File: src/rtl/viterbi_codec.sv
// Rate-1/2 K=3 (7,5) convolutional encoder and hard-decision Viterbi decoder
// with register-exchange survivors; both halves share one clock and reset.
module viterbi_codec #(
  parameter int unsigned TB_DEPTH = 16,
  parameter int unsigned PM_W     = 5
) (
  input  logic       clk,
  input  logic       rst,
  input  logic       enc_enable_i,
  input  logic       enc_d_i,
  output logic       enc_valid_o,
  output logic [1:0] enc_d_o,
  input  logic       dec_enable_i,
  input  logic [1:0] dec_d_i,
  output logic       dec_valid_o,
  output logic       dec_d_o
);

  localparam int unsigned CNT_W  = $clog2(TB_DEPTH + 1);
  localparam int unsigned SUM_W  = PM_W + 2;
  localparam int unsigned NSTATE = 4;
  localparam logic [PM_W-1:0]  PM_MAX  = '1;
  localparam logic [PM_W-1:0]  PM_INIT = PM_W'(4);
  localparam logic [CNT_W-1:0] CNT_MAX = CNT_W'(TB_DEPTH);
  localparam logic [CNT_W-1:0] CNT_THR = CNT_W'(TB_DEPTH - 1);

  // ---------------- encoder ----------------
  logic enc_a;
  logic enc_b;

  always_ff @(posedge clk or posedge rst) begin
    if (rst) begin
      enc_a       <= 1'b0;
      enc_b       <= 1'b0;
      enc_d_o     <= 2'b00;
      enc_valid_o <= 1'b0;
    end else if (enc_enable_i) begin
      enc_d_o     <= {enc_d_i ^ enc_a ^ enc_b, enc_d_i ^ enc_b};
      enc_a       <= enc_d_i;
      enc_b       <= enc_a;
      enc_valid_o <= 1'b1;
    end else begin
      enc_valid_o <= 1'b0;
    end
  end

  // ---------------- decoder state ----------------
  logic [PM_W-1:0]     pm   [NSTATE];
  logic [TB_DEPTH-1:0] surv [NSTATE];
  logic [CNT_W-1:0]    cnt;

  logic [1:0]          bm0      [NSTATE];
  logic [1:0]          bm1      [NSTATE];
  logic [SUM_W-1:0]    cand0    [NSTATE];
  logic [SUM_W-1:0]    cand1    [NSTATE];
  logic [SUM_W-1:0]    acc      [NSTATE];
  logic [SUM_W-1:0]    norm     [NSTATE];
  logic [PM_W-1:0]     pm_new   [NSTATE];
  logic [TB_DEPTH-1:0] surv_new [NSTATE];
  logic [1:0]          exp0     [NSTATE];
  logic [1:0]          exp1     [NSTATE];
  logic [1:0]          pred0    [NSTATE];
  logic [1:0]          pred1    [NSTATE];
  logic [NSTATE-1:0]   sel1;
  logic [SUM_W-1:0]    acc_min;
  logic [1:0]          best;

  // Add-compare-select: new state {d,a} is reached from {a,0} or {a,1}
  always_comb begin
    acc_min = '1;
    for (int i = 0; i < NSTATE; i++) begin
      pred0[i]    = {i[0], 1'b0};
      pred1[i]    = {i[0], 1'b1};
      exp0[i]     = {i[1] ^ i[0], i[1]};
      exp1[i]     = {~(i[1] ^ i[0]), ~i[1]};
      bm0[i]      = 2'((dec_d_i[1] ^ exp0[i][1])) + 2'((dec_d_i[0] ^ exp0[i][0]));
      bm1[i]      = 2'((dec_d_i[1] ^ exp1[i][1])) + 2'((dec_d_i[0] ^ exp1[i][0]));
      cand0[i]    = SUM_W'(pm[pred0[i]]) + SUM_W'(bm0[i]);
      cand1[i]    = SUM_W'(pm[pred1[i]]) + SUM_W'(bm1[i]);
      // Ties resolve to the b=0 predecessor
      sel1[i]     = (cand1[i] < cand0[i]);
      acc[i]      = sel1[i] ? cand1[i] : cand0[i];
      surv_new[i] = sel1[i] ? {surv[pred1[i]][TB_DEPTH-2:0], i[1]}
                            : {surv[pred0[i]][TB_DEPTH-2:0], i[1]};
      if (acc[i] < acc_min) acc_min = acc[i];
    end
  end

  // Normalise so the best metric is 0, saturate, and pick the best state
  always_comb begin
    best = 2'd0;
    for (int i = 0; i < NSTATE; i++) begin
      norm[i]   = acc[i] - acc_min;
      pm_new[i] = (norm[i] > SUM_W'(PM_MAX)) ? PM_MAX : PM_W'(norm[i]);
    end
    for (int i = 1; i < NSTATE; i++) begin
      if (pm_new[i] < pm_new[best]) best = 2'(i);
    end
  end

  always_ff @(posedge clk or posedge rst) begin
    if (rst) begin
      for (int i = 0; i < NSTATE; i++) begin
        pm[i]   <= (i == 0) ? '0 : PM_INIT;
        surv[i] <= '0;
      end
      cnt         <= '0;
      dec_d_o     <= 1'b0;
      dec_valid_o <= 1'b0;
    end else if (dec_enable_i) begin
      for (int i = 0; i < NSTATE; i++) begin
        pm[i]   <= pm_new[i];
        surv[i] <= surv_new[i];
      end
      if (cnt != CNT_MAX) cnt <= cnt + CNT_W'(1);
      dec_d_o     <= surv_new[best][TB_DEPTH-1];
      dec_valid_o <= (cnt >= CNT_THR);
    end else begin
      dec_valid_o <= 1'b0;
    end
  end

endmodule

File: config.mk
export PLATFORM = sky130hd
export DESIGN_NAME = viterbi_codec
export DESIGN_NICKNAME = d
export VERILOG_FILES = /design/src/rtl/viterbi_codec.sv
export SDC_FILE = /design/constraint.sdc
export NUM_CORES = 1
export LEC_CHECK = 0
export CAP_MARGIN = 20
export CORE_ASPECT_RATIO = 1.2
export CORE_UTILIZATION = 40
export DETAILED_ROUTE_END_ITERATION = 8
export GPL_TIMING_DRIVEN = 0
export PLACE_DENSITY = 0.65
export SLEW_MARGIN = 10
export SYNTH_ARGS = -nofsm -noshare
export SYNTH_HDL_FRONTEND = slang
export SYNTH_SLANG_ARGS = --single-unit
File: constraint.sdc
create_clock -name clk -period 18.55 [get_ports clk]
set_input_delay 1.855 -clock clk [delete_from_list [all_inputs] [get_ports clk]]
set_output_delay 1.855 -clock clk [all_outputs]
set_load 0.1 [all_outputs]
Yosys cells after proc, flatten, opt, wreduce, memory -nomap -nowiden --
Cells that the tools add are included.
Operators by class: add/sub/neg operators 17, order comparisons 19, equal/unequal tests 1, muxes and demuxes 30, bitwise operators 8, reduce and logical (&&, ||, !) cells 1
Operators with widths (count):
- 16-bit two-way mux | 6
- 5-bit by 2-bit adder with 6-bit output | 8
- 5-bit two-way mux | 8
- 16-bit binary-select mux with 2-bit select | 1
- 7-bit by 5-bit > comparator with 1-bit output (second input constant) | 4
- 7-bit two-way mux | 4
- 6-bit by 7-bit subtractor with 7-bit output | 4
- 6-bit < comparator | 4
- 6-bit two-way mux | 4
- 6-bit by 7-bit < comparator with 1-bit output | 3
- 5-bit binary-select mux with 2-bit select | 2
- 5-bit < comparator | 3
- 3-bit >= comparator (second input constant) | 3
- 2-bit inverter with 3-bit output | 3
- 1-bit by 1-bit adder with 2-bit output | 4
- 6-bit by 7-bit < comparator with 1-bit output (second input constant) | 1
- 5-bit by 1-bit adder with 5-bit output (second input constant) | 1
- 5-bit by 4-bit >= comparator with 1-bit output (second input constant) | 1
- 5-bit inequality test (second input constant) | 1
- 2-bit two-way mux | 2
- 1-bit two-way mux | 3
- 1-bit bitwise XOR | 3
- 1-bit inverter | 2
- 2-bit AND reduction | 1
Word-level totals: register bits 92, output and inout bits 5

Depth between registers and ports, before layout --
word-level depth 34, mapped depth 77, mapped depth without buffers 74

Worst setup path before layout --
No wires, ideal clock.
path type input to register, from in dec_d_i[0], to reg dec_d_o, data arrival time 15164 ps, data required time 18454 ps, setup slack 3290 ps, cell stages on the path 69, path buffers 4, cells stage by stage inv_1 -> ha_1 -> inv_1 -> ha_1 -> nor2b_1 -> o21ai_0 -> o21ai_0 -> and2_1 -> xor2_1 -> ha_1 -> a2111oi_2 -> a211oi_1 -> o21a_1 -> or2_2 -> clkbuf_1 -> clkbuf_1 -> mux2i_1 -> ha_1 -> [... 33 more ...] -> a21oi_1 -> inv_1 -> o31a_1 -> a31oi_1 -> o21a_1 -> buf_6 -> mux2_2 -> ha_1 -> a21oi_1 -> nor2b_1 -> o21ai_0 -> nand2b_1 -> a41oi_1 -> a21oi_1 -> nand3_1 -> o211a_1 -> a22oi_1 -> o31ai_1
RTL lines:
- start, declared | RTL line 14 | input logic [1:0] dec_d_i,
- end signal, assigned | RTL line 116 | dec_d_o <= surv_new[best][TB_DEPTH-1];
- end, declared | RTL line 16 | output logic dec_d_o

Worst setup path after layout --
from in dec_d_i[0], to reg dec_d_o
Between the ends: longest elaborated chain between the ends 34
RTL lines:
- 1-bit inverter (no line)
- 1-bit by 1-bit adder with 2-bit output | RTL line 76, 77
- 5-bit by 2-bit adder with 6-bit output | RTL line 79 | cand1[i] = SUM_W'(pm[pred1[i]]) + SUM_W'(bm1[i]);
- 6-bit < comparator | RTL line 81 | sel1[i] = (cand1[i] < cand0[i]);
- 6-bit two-way mux | RTL line 82 | acc[i] = sel1[i] ? cand1[i] : cand0[i];
- 6-bit by 7-bit < comparator with 1-bit output | RTL line 85 | if (acc[i] < acc_min) acc_min = acc[i];
- 7-bit two-way mux | RTL line 85
- 6-bit by 7-bit < comparator with 1-bit output | RTL line 85
- [... 16 more ...]
- 2-bit inverter with 3-bit output (implied by the code) | RTL line 97 | if (pm_new[i] < pm_new[best]) best = 2'(i);
- 5-bit binary-select mux with 2-bit select | RTL line 97
- 5-bit two-way mux (implied by the code) (2 in series) | RTL line 97
- 5-bit < comparator | RTL line 97
- 2-bit two-way mux | RTL line 97
- 2-bit inverter with 3-bit output (implied by the code) | RTL line 116
- 16-bit binary-select mux with 2-bit select (*) | RTL line 116
- 16-bit two-way mux (implied by the code) (*) (2 in series) | RTL line 116
Every way passes the cells marked *; elsewhere a longest branch is shown, timed or not. The select of a mux whose other input is x is not followed. A chain may end at the register's enable or synchronous reset.

==> impl_metrics.py <==
metrics = {
    "outcome": {
        "status": "completed",
    },
    "yosys": {
        "synth.largest_area_cell": "dfrtp_1",
        "yosys.area.top_type_share_pct": 25.5,
        "synth-seq-cells": 87,
        "ys_warn_count": 0,
        "synthTopCellsByCount": "115 x nor2_1, 105 x a21oi_1, 86 x ha_1",
        "synth-async-reset-ratio_pct": 100,
        "seq_area_frac_synth_pct": 26.4,
        "synth_cell_type_count": 94,
        "synth_edf_count": 0,
        "syn-cell-area_um2": 8250,
        "post_synth.cell_area_avg_um2": 8.72,
        "synth_cells": 946,
        "synth.most_common_cell": "nor2_1",
        "netlist_top_cells_area": "dfrtp_1 25%, ha_1 13%, mux2i_1 8.5%",
        "yosys_most_used_dff": "dfrtp_1",
        "syn_nets": 1043,
    },
    "grt": {
        "grt_max_degree": 47,
        "antenna_found_initial": 0,
        "gr-total-overflow": 0,
        "grt_pass1_vias": 7087,
        "grt_pass1_wl_um": 36100,
        "grtUsageTotal_pct": 21.3,
    },
    "sta": {
        "drv_slew": 0,
        "rsz0062_at_grt": "false",
        "max_clock_freq_mhz": 57.7,
        "timing.final.crit_period_ns": 17.34,
        "tightest_slew_ns": 1.12,
        "fin_crit_sh_pct": 93.5,
        "max_slew_margin_pct": 25.2,
        "setup_viol": 0,
        "hold_viol_final": 0,
        "skew_ns": 0.00953,
    },
    "floorplan": {
        "dieHeight_um": 159,
        "row_count": 57,
        "coreArea_um2": 20300,
        "die_w_um": 133,
        "io_pins": 12,
        "die_area_um2": 21200,
        "start_util_pct": 40.7,
    },
    "placement": {
        "routabilityCongestion": 0.926,
        "placed_cells": 1223,
        "dp_hpwl_um": 17200,
        "io_buffers": 10,
    },
    "clock_network": {
        "cts_inserted_buffers": 9,
        "cts_tree": "done",
        "cts.sinks": 87,
        "clkTransAtPathRegs_ns": 0.07,
        "worst_skew_pair.late_latency_ns": 0.34,
        "clk_path_buf_depth": 2,
        "h-tree-depth": 3,
        "cts-root-buf": "clkbuf_16",
    },
    "worst_setup_path": {
        "critPathMaxStageDelay_ns": 0.66,
        "cp_slowest_cell": "clkdlybuf4s50_1",
        "crit_type": "in2reg",
        "critPathLaunchType": "primary input",
        "cp_max_fo": 10,
        "endpoint_kind": "register",
        "worst_path_most_repeated_cell": "ha_1",
        "worst_ep_arrival_time_ns": 17.59,
        "worstPathRequired_ns": 18.80,
    },
    "final_layout": {
        "finalNonFillerCells": 1238,
        "fin_nets": 1065,
        "num_antenna_cells": 0,
        "syn_to_final_growth_pct": 9.72,
        "fill_cells": 2032,
        "drive_above_1_share_pct": 10.3,
    },
    "flow_run": {
        "cap_violations": 0,
    },
    "routing": {
        "first_pass_iters": 5,
        "avgRoutedWirePerCell_um": 17.7,
        "viasPerCell": 5.70,
        "drt_iter0_drc": 444,
        "dr_total_vias": 7057,
        "postRouteWirelength_um": 21900,
        "postRouteAntennaNets": 0,
        "drc": 0,
    },
    "worst_hold_path": {
        "hold_class": "reg2reg",
    },
}
-- cells in the final DEF, fill, tap and decap left out, drive strengths merged, types with 4 or more instances in the layout --
master         count
fa                 4
mux2              13
a211oi             7
a211o              4
buf               17
mux2i             70
nand2             55
nand3             17
and2              12
o211ai             8
nor2b             10
o21ai             33
xor2              16
dfrtp             84
inv               64
o211a              4
clkdlybuf4s50     10
o21a               6
nand4              7
ha                86
nor3               8
nand3b             5
a22oi              4
o22ai              4
a31oi             14
o21bai             4
a221oi             6
nand2b            12
a31o               4
xnor2             32
o31ai              7
nor2             115
a21oi            109
a21o              13
and3               9
clkbuf            35
-- final timing paths --
path                                             to  depth (start not counted)                start  slack (ns)
worst max-delay path            dec_d_o$_DFFE_PP0P_                         68           dec_d_i[0]        1.21
max in group asynchronous        pm[12]$_DFFE_PP1P_                          3                  rst       15.94
worst min-delay path            surv[0]$_DFFE_PP0P_                          1  surv[0]$_DFFE_PP0P_        0.46
worst min register to register  surv[0]$_DFFE_PP0P_                          1  surv[0]$_DFFE_PP0P_        0.46
min in group asynchronous        cnt[2]$_DFFE_PP0P_                          2                  rst        1.92
worst max register to register  dec_d_o$_DFFE_PP0P_                         65   pm[16]$_DFFE_PP0P_        3.60
-- critical path: cells and delay by family --
family | cells | cell delay, ns
buf+inv | 10 | 2.28
fa+ha+maj | 11 | 3.16
simple gates | 10 | 1.78
xor+xnor | 1 | 0.39
mux | 5 | 1.73
compound gates | 31 | 6.34
-- layout make-up --
type,count,area [um2],area share (%)
clock buffer,10,239,2.64
buffer,40,206,2.28
timing repair buffer,12,135,1.49
sequential,87,2180,24.1
multi-input combinational,755,5650,62.4
clock inverter,6,75.1,0.829
tap,265,332,3.66
inverter,63,239,2.64
-- stage by stage --
step	setup TNS (ns)	hold WS [ns]	instance area [um2]	setup WS, ns	util [%]
after floorplan	0	0.437	8250	3.29	-
after global placement	-0.236	0.449	8680	-0.236	42.9
after detailed placement	-0.357	0.451	8720	-0.357	43.1
after CTS	0	0.466	9040	0.133	44.6
after global routing	0	0.479	9050	0.0707	44.7
final	0	0.461	9050	1.21	44.7
-- what timing repair did --
| action | CTS | global route |
|---|---|---|
| endpoints found under the setup margin | 1 | 1 |
| hold buffers | 0 | 0 |
| setup buffers | 0 | 0 |
| resized for setup | 1 | 11 |
-- sequential cells by signal (all words and copies together) (netlist names) --
name         count
enc_valid_o      1
cnt              5
dec_d_o          1
enc_a            1
enc_b            1
pm              20
dec_valid_o      1
enc_d_o          2
surv            55
-- metal layers --
layer | global-route usage (%) | up-vias | wire length, um
met4 | 10.1 | 0 | 861
met2 | 37.4 | 143 | 10800
met5 | 0 | - | 0
met3 | 2.29 | 47 | 639
met1 | 25.9 | 3403 | 9660
li1 | - | 3464 | -
-- kinds of logic after synthesis --
logic type	synth area share, %
fa+ha+maj	14.4
xor+xnor	5.19
compound gates	23.5
simple gates	14.8
mux	10.3
flops	26.4
buf+inv	5.37
Power is not shown: default switching activity piles up to over one toggle a cycle in this logic, so the estimate is an artifact.
